**src/rtl/fifo_uart_tx.sv**
```systemverilog
// fifo_uart_tx: pops bytes from a show-ahead byte FIFO and sends each one
// as an 8N1 UART frame (start bit, 8 data bits LSB first, 1 stop bit).
//
// Ports:
//   clk         system clock, rising edge
//   rst_n       asynchronous active-low reset
//   fifo_empty  FIFO empty flag (1 = no data)
//   fifo_rdata  FIFO head byte, valid while fifo_empty = 0
//   fifo_rd     1-cycle pop strobe, one per byte taken
//   tx          serial line, idles high
//   tx_busy     high from the first start-bit cycle to the last stop-bit cycle
//   tx_done     1-cycle pulse on the last cycle of each stop bit
module fifo_uart_tx #(
    parameter int CLKS_PER_BIT = 10416
) (
    input  logic       clk,
    input  logic       rst_n,
    input  logic       fifo_empty,
    input  logic [7:0] fifo_rdata,
    output logic       fifo_rd,
    output logic       tx,
    output logic       tx_busy,
    output logic       tx_done
);

    localparam int BW = (CLKS_PER_BIT > 1) ? $clog2(CLKS_PER_BIT) : 1;
    localparam logic [BW-1:0] BAUD_LAST = BW'(CLKS_PER_BIT - 1);

    typedef enum logic [1:0] {
        IDLE,
        START,
        DATA,
        STOP
    } state_t;

    state_t        state_q, state_d;
    logic [BW-1:0] baud_q, baud_d;
    logic [2:0]    bit_q, bit_d;
    logic [7:0]    shreg_q, shreg_d;
    logic          tx_q, tx_d;
    logic          bit_end;
    logic          pop;

    assign bit_end = (baud_q == BAUD_LAST);

    always_ff @(posedge clk or negedge rst_n) begin
        if (!rst_n) begin
            state_q <= IDLE;
            baud_q  <= '0;
            bit_q   <= '0;
            shreg_q <= '0;
            tx_q    <= 1'b1;
        end else begin
            state_q <= state_d;
            baud_q  <= baud_d;
            bit_q   <= bit_d;
            shreg_q <= shreg_d;
            tx_q    <= tx_d;
        end
    end

    always_comb begin
        state_d = state_q;
        baud_d  = bit_end ? '0 : baud_q + 1'b1;
        bit_d   = bit_q;
        shreg_d = shreg_q;
        tx_d    = tx_q;
        pop     = 1'b0;
        tx_done = 1'b0;
        unique case (state_q)
            IDLE: begin
                // Counter held at zero so START always begins a fresh bit.
                baud_d = '0;
                if (!fifo_empty) begin
                    pop     = 1'b1;
                    shreg_d = fifo_rdata;
                    bit_d   = '0;
                    tx_d    = 1'b0;
                    state_d = START;
                end
            end
            START: begin
                if (bit_end) begin
                    tx_d    = shreg_q[0];
                    bit_d   = '0;
                    state_d = DATA;
                end
            end
            DATA: begin
                if (bit_end) begin
                    if (bit_q == 3'd7) begin
                        tx_d    = 1'b1;
                        state_d = STOP;
                    end else begin
                        // Next bit is shreg_q[1] before the shift lands.
                        tx_d    = shreg_q[1];
                        shreg_d = shreg_q >> 1;
                        bit_d   = bit_q + 3'd1;
                    end
                end
            end
            STOP: begin
                if (bit_end) begin
                    tx_done = 1'b1;
                    state_d = IDLE;
                end
            end
            default: begin
                state_d = IDLE;
            end
        endcase
    end

    // No pop may escape while reset is held, even if the FIFO has data.
    assign fifo_rd = pop & rst_n;
    assign tx      = tx_q;
    assign tx_busy = (state_q != IDLE);

endmodule
```
**config.mk**
```make
export PLATFORM = sky130hd
export DESIGN_NAME = fifo_uart_tx
export DESIGN_NICKNAME = d
export VERILOG_FILES = /design/src/rtl/fifo_uart_tx.sv
export SDC_FILE = /design/constraint.sdc
export NUM_CORES = 1
export LEC_CHECK = 0
export BUFFER_PORTS_ARGS = -buffer_cell sky130_fd_sc_hd__buf_2
export CAP_MARGIN = 20
export CORE_MARGIN = 2
export CORE_UTILIZATION = 60
export CTS_CLUSTER_DIAMETER = 200
export DETAILED_ROUTE_END_ITERATION = 12
export PLACE_DENSITY = 0.81
export SLEW_MARGIN = 20
export SYNTH_ARGS = -nofsm -noshare
export SYNTH_HDL_FRONTEND = slang
export SYNTH_SLANG_ARGS = --single-unit
```
**constraint.sdc**
```tcl
create_clock -name clk -period 2.9 [get_ports clk]
set_input_delay 0.435 -clock clk [delete_from_list [all_inputs] [get_ports clk]]
set_output_delay 0.435 -clock clk [all_outputs]
set_load 0.02 [all_outputs]
```
==> results of run 1 <==
==> worst register-to-register path, cell delays in order, from the launching register on <==
cell and delay (ns):
dfrtp_1 0.43, inv_1 0.12, ha_1 0.36, nor2b_1 0.29, nand2_1 0.09, o32a_2 0.29
mux2_4 0.33
==> sequential cells by signal (all words and copies together) (netlist names) <==
signal / cells
state_q: 2
baud_q: 14
bit_q: 3
shreg_q: 8
tx: 1
==> layout make-up <==
cell class | instances | share of cell area
clock buffers | 3 | 0.0129
clock inverters | 1 | 0.0172
inverters | 7 | 0.0151
multi-input cells | 109 | 0.481
flip-flops and latches | 28 | 0.403
well taps | 30 | 0.0216
repair buffers | 16 | 0.0489
==> worst min path at each step <==
stage	endpoint	slack [ns]	start
detailed placement	baud_q[1]	0.48	rst_n
global placement	bit_q[0]	0.47	rst_n
CTS	baud_q[8]	0.1	rst_n
finish	shreg_q[3]	0.09	rst_n
global route	shreg_q[0]	0.11	rst_n
floorplan	baud_q[0]	0.14	rst_n
==> cells by family (layout without fill, tap and decap cells) <==
family / count (synthesis) / in the layout / share of synthesized area
AND/OR/NAND/NOR: 56 / 56 / 0.194
multiplexers: 17 / 17 / 0.139
XOR/XNOR: 11 / 11 / 0.0606
adder cells (fa/ha/maj): 8 / 8 / 0.0629
buffers and inverters: 11 / 27 / 0.0315
AO/OA/AOI/OAI: 17 / 17 / 0.0708
flip-flops: 28 / 28 / 0.441
==> where the power goes <==
part / total, mW / internal (mW) / leakage, nW / switching (mW)
Clock: 0.259 / 0.140 / 0.0279 / 0.119
Sequential: 0.400 / 0.396 / 0.344 / 0.00354
Combinational: 0.0306 / 0.0173 / 0.432 / 0.0134
Total: 0.689 / 0.553 / 0.804 / 0.136
==> layout by cell type (no fill, tap or decap), types with 2 or more instances in the layout <==
cell | netlist | layout
nor2b_1 | 2 | 2
buf_2 | 1 | 14
dfrtp_1 | 27 | 27
nand2_1 | 8 | 8
mux2_2 | 7 | 7
xor2_1 | 2 | 2
a21oi_1 | 4 | 4
clkbuf_4 | 0 | 3
and2_1 | 2 | 2
inv_1 | 7 | 7
ha_1 | 8 | 8
nand3_1 | 8 | 8
o211ai_1 | 4 | 4
buf_4 | 0 | 2
o21ai_0 | 3 | 3
nor3_1 | 5 | 5
nor2_1 | 17 | 17
mux2_1 | 2 | 2
mux2_4 | 8 | 8
nand4_1 | 3 | 3
nor4_1 | 2 | 2
xnor2_1 | 9 | 9
==> Yosys cell counts, types with 3 or more instances <==
master and n:
xnor2_1 9, nor3_1 5, nand3_1 8, a21oi_1 4, inv_1 7, nand2_1 8, nor2_1 17, mux2_2 7
nand4_1 3, dfrtp_1 27, ha_1 8, mux2_4 8, o21ai_0 3, o211ai_1 4
==> per-stage QoR <==
step                      setup WS [ns]  power [mW]  hold WS [ns]  instance area, µm²  instances
final                             0.603       0.689        0.0905                1740        194
after global routing              0.479       0.718         0.107                1740        194
after CTS                         0.603       0.696        0.0956                1740        194
after detailed placement          0.906       0.438         0.478                1690        190
after floorplan                    1.03       0.420         0.139                1590        148
after global placement            0.992       0.437         0.469                1690        190
==> metal layers <==
layer | part of all wire | wire length (µm) | global-route usage | vias to the layer above
li1 | - | - | - | 551
met1 | 0.45 | 1340 | 0.270 | 586
met2 | 0.51 | 1520 | 0.386 | 23
met3 | 0.035 | 106 | 0.0539 | 6
met4 | 0.012 | 35 | 0.0732 | 0
met5 | 0 | 0 | 0 | -
==> flow_metrics.env, run 1 <==
export IMPL_max_slew_margin_rel=0.730
export IMPL_path_buf_inv=1
export IMPL_grt_max_degree=29
export IMPL_synth_largest_area_cell="dfrtp_1"
export IMPL_drt_pass1_iter_count=4
export IMPL_power_leakage_nw=0.804
export IMPL_post_cts_resized_instances=0
export IMPL_worstPathArrival_ns=1.86
export IMPL_clk_path_buf_depth=2
export IMPL_min_path_type="in2async"
export IMPL_cts_hold_fix_buffers=0
export IMPL_antenna_found_initial=0
export IMPL_synth_flop_cell="dfrtp_1"
export IMPL_ys_warnings_count=0
export IMPL_synth_edf_count=0
export IMPL_crit_path_max_incr_delay_ns=0.44
export IMPL_unique_cell_type_count_in_the_yosys_netlist=39
export IMPL_core_rowCount=18
export IMPL_syn_area_per_cell_um2=10.7
export IMPL_postRouteAntennaNets=0
export IMPL_worst_skew_pair_late_latency_ns=0.33
export IMPL_critical_path_required_ns=2.47
export IMPL_cp_start_kind="register"
export IMPL_route_detailed_drc=0
export IMPL_fp_dieH_um=55.5
export IMPL_run_status="complete, no violations"
export IMPL_path_clk_slew_ns=0.16
export IMPL_die_w_um=55.5
export IMPL_via_count=1166
export IMPL_critical_path_slowest_cell="dfrtp_1"
export IMPL_r2r_slack_ns=0.88
export IMPL_drive_gt1_frac=0.250
export IMPL_clock_fmax_mhz=435
export IMPL_timing_critical_path_cells="ha_1 -> and3_1 -> and4_2 -> and2_1 -> buf_2"
export IMPL_worst_setup_path_type="reg2out"
export IMPL_dr_first_iter_drc_count=36
export IMPL_postRouteWirelength_mm=3.01
export IMPL_grt_pass1_wl_mm=5.47
export IMPL_tritoncts="built"
export IMPL_register_area_um2=702
export IMPL_syn_nets=167
export IMPL_synthTopCellsByArea="dfrtp_1, mux2_4, ha_1, mux2_2, xnor2_1"
export IMPL_post_synthesis_cell_area_um2=1590
export IMPL_setup_viol=0
export IMPL_worst_pin_slew_ns=0.404
export IMPL_core_area_um2=2500
export IMPL_worst_path_stages=5
export IMPL_dieArea_um2=3080
export IMPL_routabilityCongestion=0.845
export IMPL_cpLargestDelayFamily="simple AND/OR/NAND/NOR gates"
export IMPL_fill_cells=203
export IMPL_cts_root_buffer_cell="clkbuf_4"
export IMPL_fin_tns_setup_ns=0
export IMPL_grtUsageTotal=0.222
export IMPL_starting_utilization_of_the_core_area=0.636
export IMPL_antenna_cells=0
export IMPL_worstRegToRegCells=6
export IMPL_cts_buffers_inserted=3
export IMPL_period_minus_slack_ns=2.30
export IMPL_path_max_fanout=5
export IMPL_routed_wire_length_per_instance_um=15.5
export IMPL_post_cts_setup_buffer_count=0
export IMPL_ys_seq_area_frac=0.441
export IMPL_synthToLayoutAreaGrowth_pct=9.52
export IMPL_ys_seq_elements=28
export IMPL_critical_path_reg2reg_startpoint="state_q[0]"
export IMPL_finalCoreUtilization=0.697
export IMPL_rsz0062_at_grt="no"
export IMPL_final_hold_viol_count=0
export IMPL_grt_total_ovfl=0
export IMPL_power_ir_vdd_worst_uv=395
export IMPL_floorplan_io_pins=15
export IMPL_dp_hpwl_mm=2.23
export IMPL_multiInputGateArea_um2=838
export IMPL_synth_top_area_frac=0.425
export IMPL_min_period_over_period=0.792
export IMPL_ys_async_sr_fraction=1.00
export IMPL_slew_violations=0
export IMPL_via_count_of_the_first_global_routing_pass=1226
export IMPL_max_clock_skew_ns=0.00793
export IMPL_design_final_nets=184
export IMPL_worstSetupStartpoint="baud_q[0]"
export IMPL_setup_worst_path_end_class="output port"
export IMPL_numClockSinks=28
export IMPL_via_per_inst=6.01
export IMPL_max_cap_violations=0
export IMPL_cellPowerDensity_nw_per_um2=396
export IMPL_reg_to_reg_critical_path_endpoint="shreg_q[2]"
export IMPL_io_buffer_count=14
export IMPL_setup_worst_path_end="tx_done"
export IMPL_synth_cells=148
export IMPL_number_of_levels_in_the_clock_h_tree=1
No activity file was read; power rests on OpenSTA's default activity.
==> run 2, diff against run 1 <==
Settings changed: CORE_UTILIZATION 60 to 58, PLACE_DENSITY 0.81 to 0.78.
Clock period 2.9 ns to 2.15 ns, I/O delays scaled along.
==> run 2 against run 1 <==
Compared with the run above: highest routed layer unchanged; final cell count is 1.0% higher; hold slack worse by 0.088 ns; combinational power grew 34%; core utilization down 0.15 points; clock-buffer cell count unchanged; critical path depth fell by 1; total power is 34% higher; flip-flop and latch count did not move; critical endpoint unchanged.
==> flow_metrics.env, run 2 (same netlist as run 1, synthesis figures left out) <==
export IMPL_path_max_fanout=4
export IMPL_min_path_type="in2async"
export IMPL_grt_pass1_wl_mm=5.13
export IMPL_worstSetupStartpoint="baud_q[10]"
export IMPL_route_detailed_drc=0
export IMPL_worstPathArrival_ns=1.74
export IMPL_critical_path_reg2reg_startpoint="state_q[0]"
export IMPL_fill_cells=188
export IMPL_routed_wire_length_per_instance_um=15.0
export IMPL_design_final_nets=186
export IMPL_reg_top3="baud_q: 14 flops, shreg_q: 8 flops, bit_q: 3 flops"
export IMPL_cellPowerDensity_nw_per_um2=521
export IMPL_clock_fmax_mhz=485
export IMPL_cts_root_buffer_cell="clkbuf_4"
export IMPL_max_slew_margin_rel=0.700
export IMPL_path_clk_slew_ns=0.15
export IMPL_antenna_found_initial=0
export IMPL_critical_path_slowest_cell="dfrtp_2"
export IMPL_postRouteAntennaNets=0
export IMPL_numClockSinks=28
export IMPL_rsz0062_at_grt="no"
export IMPL_crit_path_max_incr_delay_ns=0.47
export IMPL_postRouteWirelength_mm=2.94
export IMPL_mostFrequentLayoutCell="dfrtp_1"
export IMPL_multiInputGateArea_um2=850
export IMPL_fin_tns_setup_ns=0
export IMPL_final_hold_viol_count=0
export IMPL_period_minus_slack_ns=2.06
export IMPL_max_cap_violations=0
export IMPL_largest_register_ffs=14
export IMPL_starting_utilization_of_the_core_area=0.625
export IMPL_tritoncts="built"
export IMPL_via_count_of_the_first_global_routing_pass=1109
export IMPL_worst_pin_slew_ns=0.444
export IMPL_slew_violations=0
export IMPL_top_register="baud_q"
export IMPL_drt_pass1_iter_count=4
export IMPL_post_route_cell_area_um2=1770
export IMPL_die_w_um=56.4
export IMPL_setup_viol=0
export IMPL_antenna_cells=0
export IMPL_cp_start_kind="register"
export IMPL_cts_hold_fix_buffers=0
export IMPL_grtUsageTotal=0.204
export IMPL_path_buf_inv=1
export IMPL_power_leakage_nw=0.808
export IMPL_grt_max_degree=29
export IMPL_dieArea_um2=3180
export IMPL_worst_setup_path_type="reg2out"
export IMPL_via_count=1129
export IMPL_dp_hpwl_mm=2.23
export IMPL_grt_total_ovfl=0
export IMPL_timing_critical_path_cells="nor4_4 -> and4_4 -> and2_1 -> buf_2"
export IMPL_core_rowCount=18
export IMPL_r2r_slack_ns=0.27
export IMPL_register_area_um2=703
export IMPL_routabilityCongestion=0.813
export IMPL_synthToLayoutAreaGrowth_pct=11.3
export IMPL_cpLargestDelayFamily="simple AND/OR/NAND/NOR gates"
export IMPL_clk_path_buf_depth=2
export IMPL_core_area_um2=2540
export IMPL_number_of_levels_in_the_clock_h_tree=1
export IMPL_commonest_cells_after_routing_fill_and_taps_aside="dfrtp_1, nor2_1, buf_2"
export IMPL_floorplan_io_pins=15
export IMPL_power_ir_vdd_worst_uv=391
export IMPL_worst_skew_pair_late_latency_ns=0.33
export IMPL_via_per_inst=5.76
export IMPL_max_clock_skew_ns=0.00895
export IMPL_postPlaceCellArea_um2=1700
export IMPL_io_buffer_count=14
export IMPL_dr_first_iter_drc_count=40
export IMPL_run_status="complete, no violations"
export IMPL_min_period_over_period=0.959
export IMPL_cts_buffers_inserted=3
export IMPL_drive_gt1_frac=0.283
export IMPL_setup_worst_path_end_class="output port"
export IMPL_fp_dieH_um=56.4
export IMPL_critical_path_required_ns=1.83
[run 2: power breakdown]
group / internal (mW) / leakage, nW / switching [mW] / total [mW]
Combinational: 0.0233 / 0.438 / 0.0177 / 0.0410
Clock: 0.189 / 0.0279 / 0.152 / 0.341
Sequential: 0.534 / 0.342 / 0.00489 / 0.539
Total: 0.746 / 0.808 / 0.175 / 0.921
[run 2: timing repair]
action | CTS | global route
endpoints found under the setup margin | 1 | 2
gates resized for setup | 1 | 5
pin swaps | 0 | 1
setup buffers | 0 | 1
[run 2: cell type report]
type,count,area share
flip-flops and latches,28,0.397
clock inverters,1,0.0170
multi-input cells,109,0.480
well taps,30,0.0212
clock buffers,3,0.0127
repair buffers,18,0.0566
inverters,7,0.0149
[run 2: metal layers]
metal	routed length, µm	vias to the layer above	part of all wire	global-route usage
met1	1340	544	0.46	0.270
met2	1500	16	0.51	0.355
met3	73	4	0.025	0.0300
met4	27	0	0.0092	0.0408
met5	0	-	0	0
li1	-	565	-	-
[run 2: final timing paths]
path | to | cells past startpoint
setup / recovery | tx_done | 4
hold / removal | baud_q[5] | 2
setup reg to reg | shreg_q[4] | 6
hold reg to reg | shreg_q[3] | 1
max in group asynchronous | tx | 2
min in group clk | shreg_q[7] | 3
[run 2: per-stage QoR]
stage               power (mW)  hold WS (ns)  instances  setup WS (ns)   util
floorplan                0.566        0.0269        148          0.326      -
global placement         0.589         0.386        191          0.320  0.667
detailed placement       0.591         0.387        191          0.250  0.667
CTS                      0.929        0.0168        195       0.000549  0.688
global route             0.956        0.0240        196        0.00415  0.695
finish                   0.921       0.00290        196         0.0872  0.695
[run 2: worst reg2reg max path: cells and delay by family, from the launching register on]
kind / cells / cell delay [ns]
compound gates: 1 / 0.29
fa+ha+maj: 1 / 0.32
simple gates: 2 / 0.28
mux: 1 / 0.33
flops: 1 / 0.43
buf+inv: 1 / 0.13
